[config.mk]
export PLATFORM = sky130hd
export DESIGN_NAME = arr_stim_gen
export DESIGN_NICKNAME = d
export VERILOG_FILES = /design/src/rtl/arr_stim_gen.sv
export SDC_FILE = /design/constraint.sdc
export NUM_CORES = 1
export LEC_CHECK = 0
export ABC_AREA = 1
export CORE_ASPECT_RATIO = 0.8
export CORE_MARGIN = 2
export CORE_UTILIZATION = 45
export DETAILED_ROUTE_END_ITERATION = 8
export PLACE_DENSITY = 0.68
export SLEW_MARGIN = 20
export SYNTH_ARGS = -nofsm -noshare
export SYNTH_HDL_FRONTEND = slang
export SYNTH_SLANG_ARGS = --single-unit
[constraint.sdc]
create_clock -name clk -period 3.3 [get_ports clk]
set_clock_uncertainty 0.05 [all_clocks]
set_input_delay 0.66 -clock clk [delete_from_list [all_inputs] [get_ports clk]]
set_output_delay 0.66 -clock clk [all_outputs]
set_load 0.03 [all_outputs]
[src/rtl/arr_stim_gen.sv]
// Stimulus sequencer for the per-length arr check stage: drives LFSR-derived sig/rfr
// pairs with optional single-vector corruption, strobes check, and counts injected mismatches.
module arr_stim_gen #(
    parameter int unsigned WIDTH    = 8,
    parameter int unsigned NUM_VECS = 16,
    parameter logic [31:0] SEED     = 32'h0000_0001,
    parameter int unsigned GAP      = 2
) (
    input  logic             clk,
    input  logic             reset,
    input  logic             start,
    input  logic             err_en,
    input  logic [15:0]      err_index,
    output logic [WIDTH-1:0] sig,
    output logic [WIDTH-1:0] rfr,
    output logic             check,
    output logic             busy,
    output logic             done,
    output logic [15:0]      vec_idx,
    output logic [15:0]      mismatches
);

    typedef enum logic [2:0] {
        S_IDLE,
        S_LOAD,
        S_SETTLE,
        S_CHECK,
        S_GAP,
        S_DONE
    } state_t;

    localparam logic [31:0] POLY     = 32'h8020_0003;
    localparam logic [15:0] LAST_VEC = 16'(NUM_VECS - 1);
    localparam logic [7:0]  GAP_LAST = 8'(GAP - 1);

    state_t            state_q, state_d;
    logic [31:0]       lfsr_q, lfsr_d, lfsr_next;
    logic [WIDTH-1:0]  sig_q, sig_d, rfr_q, rfr_d, mapped;
    logic              check_q, check_d;
    logic              busy_q, busy_d;
    logic              done_q, done_d;
    logic [15:0]       vec_idx_q, vec_idx_d;
    logic [15:0]       mism_q, mism_d;
    logic              err_en_q, err_en_d;
    logic [15:0]       err_idx_q, err_idx_d;
    logic [7:0]        gap_cnt_q, gap_cnt_d;
    logic              advance;

    // LFSR word repeated across the output width, keeping the LSBs.
    function automatic logic [WIDTH-1:0] map_lfsr(input logic [31:0] v);
        logic [WIDTH-1:0] r;
        r = '0;
        for (int unsigned i = 0; i < WIDTH; i++) begin
            r[i] = v[i % 32];
        end
        return r;
    endfunction

    always_comb begin
        lfsr_next = (lfsr_q >> 1) ^ (lfsr_q[0] ? POLY : 32'h0);
        mapped    = map_lfsr(lfsr_next);
    end

    always_comb begin
        state_d   = state_q;
        lfsr_d    = lfsr_q;
        sig_d     = sig_q;
        rfr_d     = rfr_q;
        check_d   = 1'b0;
        busy_d    = busy_q;
        done_d    = done_q;
        vec_idx_d = vec_idx_q;
        mism_d    = mism_q;
        err_en_d  = err_en_q;
        err_idx_d = err_idx_q;
        gap_cnt_d = gap_cnt_q;
        advance   = 1'b0;

        case (state_q)
            S_IDLE, S_DONE: begin
                if (start) begin
                    state_d   = S_LOAD;
                    lfsr_d    = SEED;
                    vec_idx_d = '0;
                    mism_d    = '0;
                    err_en_d  = err_en;
                    err_idx_d = err_index;
                    busy_d    = 1'b1;
                    done_d    = 1'b0;
                end
            end
            S_LOAD: begin
                lfsr_d  = lfsr_next;
                sig_d   = mapped;
                rfr_d   = (err_en_q && (vec_idx_q == err_idx_q)) ? (mapped ^ WIDTH'(1)) : mapped;
                state_d = S_SETTLE;
            end
            S_SETTLE: begin
                check_d = 1'b1;
                if ((sig_q != rfr_q) && (mism_q != 16'hFFFF)) begin
                    mism_d = mism_q + 16'd1;
                end
                state_d = S_CHECK;
            end
            S_CHECK: begin
                gap_cnt_d = '0;
                if (GAP == 0) begin
                    advance = 1'b1;
                end else begin
                    state_d = S_GAP;
                end
            end
            S_GAP: begin
                if (gap_cnt_q == GAP_LAST) begin
                    advance = 1'b1;
                end else begin
                    gap_cnt_d = gap_cnt_q + 8'd1;
                end
            end
            default: state_d = S_IDLE;
        endcase

        // Shared end-of-vector step, reached from GAP or directly from CHECK when GAP is 0.
        if (advance) begin
            if (vec_idx_q == LAST_VEC) begin
                state_d = S_DONE;
                busy_d  = 1'b0;
                done_d  = 1'b1;
            end else begin
                vec_idx_d = vec_idx_q + 16'd1;
                state_d   = S_LOAD;
            end
        end
    end

    always_ff @(posedge clk) begin
        if (reset) begin
            state_q   <= S_IDLE;
            lfsr_q    <= SEED;
            sig_q     <= '0;
            rfr_q     <= '0;
            check_q   <= 1'b0;
            busy_q    <= 1'b0;
            done_q    <= 1'b0;
            vec_idx_q <= '0;
            mism_q    <= '0;
            err_en_q  <= 1'b0;
            err_idx_q <= '0;
            gap_cnt_q <= '0;
        end else begin
            state_q   <= state_d;
            lfsr_q    <= lfsr_d;
            sig_q     <= sig_d;
            rfr_q     <= rfr_d;
            check_q   <= check_d;
            busy_q    <= busy_d;
            done_q    <= done_d;
            vec_idx_q <= vec_idx_d;
            mism_q    <= mism_d;
            err_en_q  <= err_en_d;
            err_idx_q <= err_idx_d;
            gap_cnt_q <= gap_cnt_d;
        end
    end

    assign sig        = sig_q;
    assign rfr        = rfr_q;
    assign check      = check_q;
    assign busy       = busy_q;
    assign done       = done_q;
    assign vec_idx    = vec_idx_q;
    assign mismatches = mism_q;

endmodule

# ---- Word-level counts from Yosys, hierarchy flattened
# Cells that the tools add are included.
# Widths: inputs -> output; s select.
dict set report op_classes {
  bitwise_logic 2
  n_mux 28
  n_addsub 3
  n_eq_ne 15
  n_reduce_logical 12
}
# op n
set ops {}
lappend ops {{$mux 16} 6}
lappend ops {{$mux 32} 2}
lappend ops {{$pmux 32 s2} 1}
lappend ops {{$add 16x1->16 const B} 2}
lappend ops {{$pmux 16 s2} 1}
lappend ops {{$xor 31x32->32} 1}
lappend ops {{$eq 16x16->1} 1}
lappend ops {{$eq 16x4->1 const B} 1}
lappend ops {{$ne 16x16->1 const B} 1}
lappend ops {{$pmux 8 s2} 1}
lappend ops {{$pmux 3 s5} 1}
lappend ops {{$mux 1} 12}
lappend ops {{$mux 3} 3}
lappend ops {{$add 8x1->8 const B} 1}
lappend ops {{$eq 8x1->1 const B} 1}
lappend ops {{$mux 8} 1}
lappend ops {{$ne 2x2->1 const B} 4}
lappend ops {{$ne 8x8->1} 1}
lappend ops {{$reduce_and 2->1} 4}
lappend ops {{$eq 3x2->1 const B} 2}
lappend ops {{$eq 3x3->1 const B} 2}
lappend ops {{$reduce_bool 2->1} 3}
lappend ops {{$eq 3x1->1 const B} 1}
lappend ops {{$logic_not 3->1} 1}
lappend ops {{5 further kinds} 6}
dict set report word_totals {
  elab_cells 72
  output_inout_bits 51
  reg_bits 111
  inputBits 20
}

# ---- Logic depth before layout (Yosys ltp)
dict set report logic_depth {
  ltp_word 5
  ltp_mapped 11
  mapped_depth_nobuf 11
}

# ---- Worst setup path after synthesis
# OpenSTA, ideal clock, no wires.
dict set report synth_path {
  kind {reg2reg}
  from {reg vec_idx_q[0], in the netlist vec_idx[0]}
  to {reg vec_idx_q[8], in the netlist vec_idx[8]}
  arrival_ns 1.697
  n_path_buf 1
  setup_ns 0.122
  path_stages_with_launch 11
  t_required_ns 3.128
  path_slack_ns 1.432
  period_less_slack_ns 1.868
  cell_sequence {dfxtp_1 > ha_1 > nand2_1 > nor2_1 > inv_2 > nor2_1 > nand2_1 > nand2_1 > buf_4 > o21ai_1 > nor3b_2}
}
dict set report synth_between {
  elab_chain_len 3
  word_cells_on_any_way 4
  cone_classes {add/sub: 1; eq/ne: 1; mux: 2}
}
# item line
set synth_rtl {}
lappend synth_rtl {{from (decl)} 42} ;# logic [15:0] vec_idx_q, vec_idx_d;
lappend synth_rtl {{from (signal assigned)} 158} ;# vec_idx_q <= vec_idx_d;
lappend synth_rtl {{$add 16x1->16 or $eq 16x4->1 (tied branches)} {130, 125}}
lappend synth_rtl {{$mux 16 (*)} 125} ;# if (vec_idx_q == LAST_VEC) begin
lappend synth_rtl {{$mux 16 (*)} 124} ;# if (advance) begin
# Mark *: on every way between the ends. The rest lies on a longest branch, timed or not.
# A chain may end at the register's enable or synchronous reset.

# ---- Worst setup path in the final report
dict set report layout_path {
  from {reg vec_idx_q[6], in the netlist vec_idx[6]}
  to {out vec_idx[6]}
}
# item line
set layout_lines {}
lappend layout_lines {{to (decl)} 19} ;# output logic [15:0] vec_idx,
# No word-level cell between the ends.

==> metrics <==
via count between 4000 and 5000; final hold viol count 0; WP data arrival approximately 1.6 ns; Cell Chain, Critical Path clkdlybuf4s50_1; Mean Syn Cell Area 6.87 sq um; per-cell routed wire length 13.2 um; TritonRoute pass-1 iters 5; R2R Path Start vec_idx[0]$_SDFF_PP0_; Clk network pwr share 29.7%; share of total power in combinational logic 29.9%; total grt overflow 0; Die Width approximately 120 um; Setup CP Type reg2out; Multi-input gate area 0.00246 sq mm; switch share between 30 and 40%; diode count 0; total track usage 21.3%; HP Start err_en_q$_SDFFE_PP0P_; Reg power frac roughly two fifths; Async S/R FF share, synth 0%; # hold bufs at CTS 0; yosys warns 0; Yosys top cell by area dfxtp_1; setup TNS 0 ns; Sink Count 104; vias in the first global route ~4300; CP peak stage delay 0.74 ns; synthesized flop and latch total approximately 100; Filler cells ~1100; peak supply drop 0.311 mV; Final Max Tran Viols 0; post-route antenna net violation count 0; main area contributors after synthesis dfxtp_1, nand2_1, a21oi_1; routability cong. 0.898; CTS tree yes; Area Overhead vs Synth 21.0%; slew at the pin with the worst max-slew slack 0.814 ns; synth cell count leaders nand2_1, dfxtp_1, a21oi_1; Initial Util 46.1%; setup-violating endpoint count in the final report 0; FF/Latch Area 0.00208 sq mm; Cell variety after synth 40; FMAX 0.434 GHz; Via density about 5; DRT iter0 DRCs 385; top cell type's share of synthesized area 41.8%; Post-CTS Setup Bufs 0; share of cells above drive strength 1 6.26%; CTS Buffer Depth 2; Worst-path clk slew 0.07 ns; Post-route DRC 0; CP endpoint kind output pin; CP top delay family buffers and inverters; nets 802; Hold Path Depth 2; Hold Slack 0.408 ns; antenna violations before repair 0; pin count of the biggest net entering global routing 59; Row Count 34; Power Density between 600 and 700 mW/mm^2; startpoint types register; die area 0.0119 sq mm; Hold EP err_en_q$_SDFFE_PP0P_; R2R Setup Slk approximately 1.1 ns; cell with the most instances after synthesis nand2_1; cells after synthesis 724; CP bufs+invs 1; Tmin final about 2.3 ns; Max Cap Viol 0; # IOs 71; Power Internal 2330 uW; synthesized net count 748; first-pass GRT wire length 20600 um; die height 98.1 um; Worst Path Max Fanout 9; Post-Route WL about 12000 um; core area 0.0108 sq mm; cts repair resizes 0; TritonCTS Buffers 9; WP data required 2.59 ns; hold crit path type reg2reg; clk root buf clkbuf_16; P_leak 0.00218 uW; number of synthesized flops with an enable pin 0; slew margin rel. a little under half; Max H-tree Level 3; IO Port Bufs 70; R2R depth 11; RSZ-0062 raised after global routing no; Seq/Total Area, Yosys 41.8%; mapped cell area 0.00498 sq mm; ys flop type dfxtp_1; Clk Latency, worst-skew pair 0.35 ns; post-DP HPWL 8680 um; Worst path slowest cell clkdlybuf4s50_1; reg2reg end vec_idx[6]$_SDFF_PP0_; P_sw 1370 uW; status finished, final reports clean; final clock period utilization by the worst path roughly 70%
-- through the flow --
stage                     power (uW)  std cells  instance area, sq um  util (%)  worst slack, ns
after detailed placement        2630        911                  5720      52.9            0.913
final                           3700        927                  6020      55.7            0.995
after floorplan                 2360        724                  4980         -             1.43
after global placement          2610        911                  5720      52.9             1.01
after global routing            3940        927                  6020      55.7            0.873
after CTS                       3730        927                  6020      55.7            0.991
-- layout make-up --
| class | instances | share of cell area (%) |
|---|---|---|
| Clock buffer | 9 | 3.74 |
| Clock inverter | 7 | 1.31 |
| Inverter | 73 | 4.55 |
| Multi-Input combinational cell | 516 | 40.8 |
| Sequential cell | 104 | 34.6 |
| Tap cell | 144 | 2.99 |
| Timing Repair Buffer | 74 | 12.0 |
-- state kept, by name, indices dropped and copies added, names as in the netlist, 3 cells and up --
| name | flops |
|---|---|
| lfsr_q | 32 |
| err_idx_q | 16 |
| mismatches | 16 |
| vec_idx | 16 |
| gap_cnt_q | 8 |
| sig | 8 |
| state_q | 3 |
-- cells by family (layout without fill, tap and decap cells) --
logic type	count (synthesis)	count (layout)	share of synthesized area, %
compound gates	134	134	14.4
xor+xnor	18	18	3.17
fa+ha+maj	4	4	1.01
buf+inv	104	163	8.78
flops	104	104	41.8
simple gates	360	360	30.8
-- cell usage in the layout, fill, tap and decap left out, types with 3 or more instances in the layout --
master and count:
nand2_2 3, o21ai_0 35, clkdlybuf4s50_1 69, o21ai_1 5, nor3_1 16, nand3_1 42, nand4_1 10, o21bai_1 3
dfxtp_1 104, a21oi_1 79, clkinv_4 3, a21oi_2 4, clkbuf_16 9, xor2_1 15, nor3b_1 3, ha_1 4
nor2_1 64, buf_4 4, xnor2_1 3, inv_1 61, inv_2 10, nor2_2 4, nand2_1 207
-- how the worst max path moves through the flow --
stage                     startpoint                 endpoint  slack (ns)  cells after the start
5_1_grt        vec_idx[0]$_SDFF_PP0_    vec_idx[0]$_SDFF_PP0_        0.87                     10
3_3_place_gp                   start   lfsr_q[1]$_SDFFE_PP0P_        1.01                      6
6_report       vec_idx[6]$_SDFF_PP0_               vec_idx[6]         1.0                      1
2_1_floorplan  vec_idx[0]$_SDFF_PP0_    vec_idx[8]$_SDFF_PP0_        1.43                     10
3_5_place_dp                   start  lfsr_q[19]$_SDFFE_PP0P_        0.91                      6
4_1_cts        vec_idx[6]$_SDFF_PP0_               vec_idx[6]        0.99                      1
-- layer usage --
layer | share of wire [%] | up-vias | global-route usage [%]
li1 | - | 2439 | -
met1 | 47 | 2169 | 28.4
met2 | 47 | 134 | 35.1
met3 | 5.3 | 6 | 5.43
met4 | 0.64 | 0 | 4.51
met5 | 0 | - | 0
-- power by group through the flow --
| stage | clock (uW) | sequential (uW) | combinational, uW |
|---|---|---|---|
| after floorplan | 0 | 1560 | 802 |
| after detailed placement | 0 | 1520 | 1110 |
| after CTS | 1120 | 1490 | 1120 |
| after global routing | 1180 | 1510 | 1250 |
| after global placement | 0 | 1520 | 1090 |
| final | 1100 | 1490 | 1110 |
Power figures use the tool's default switching activity.
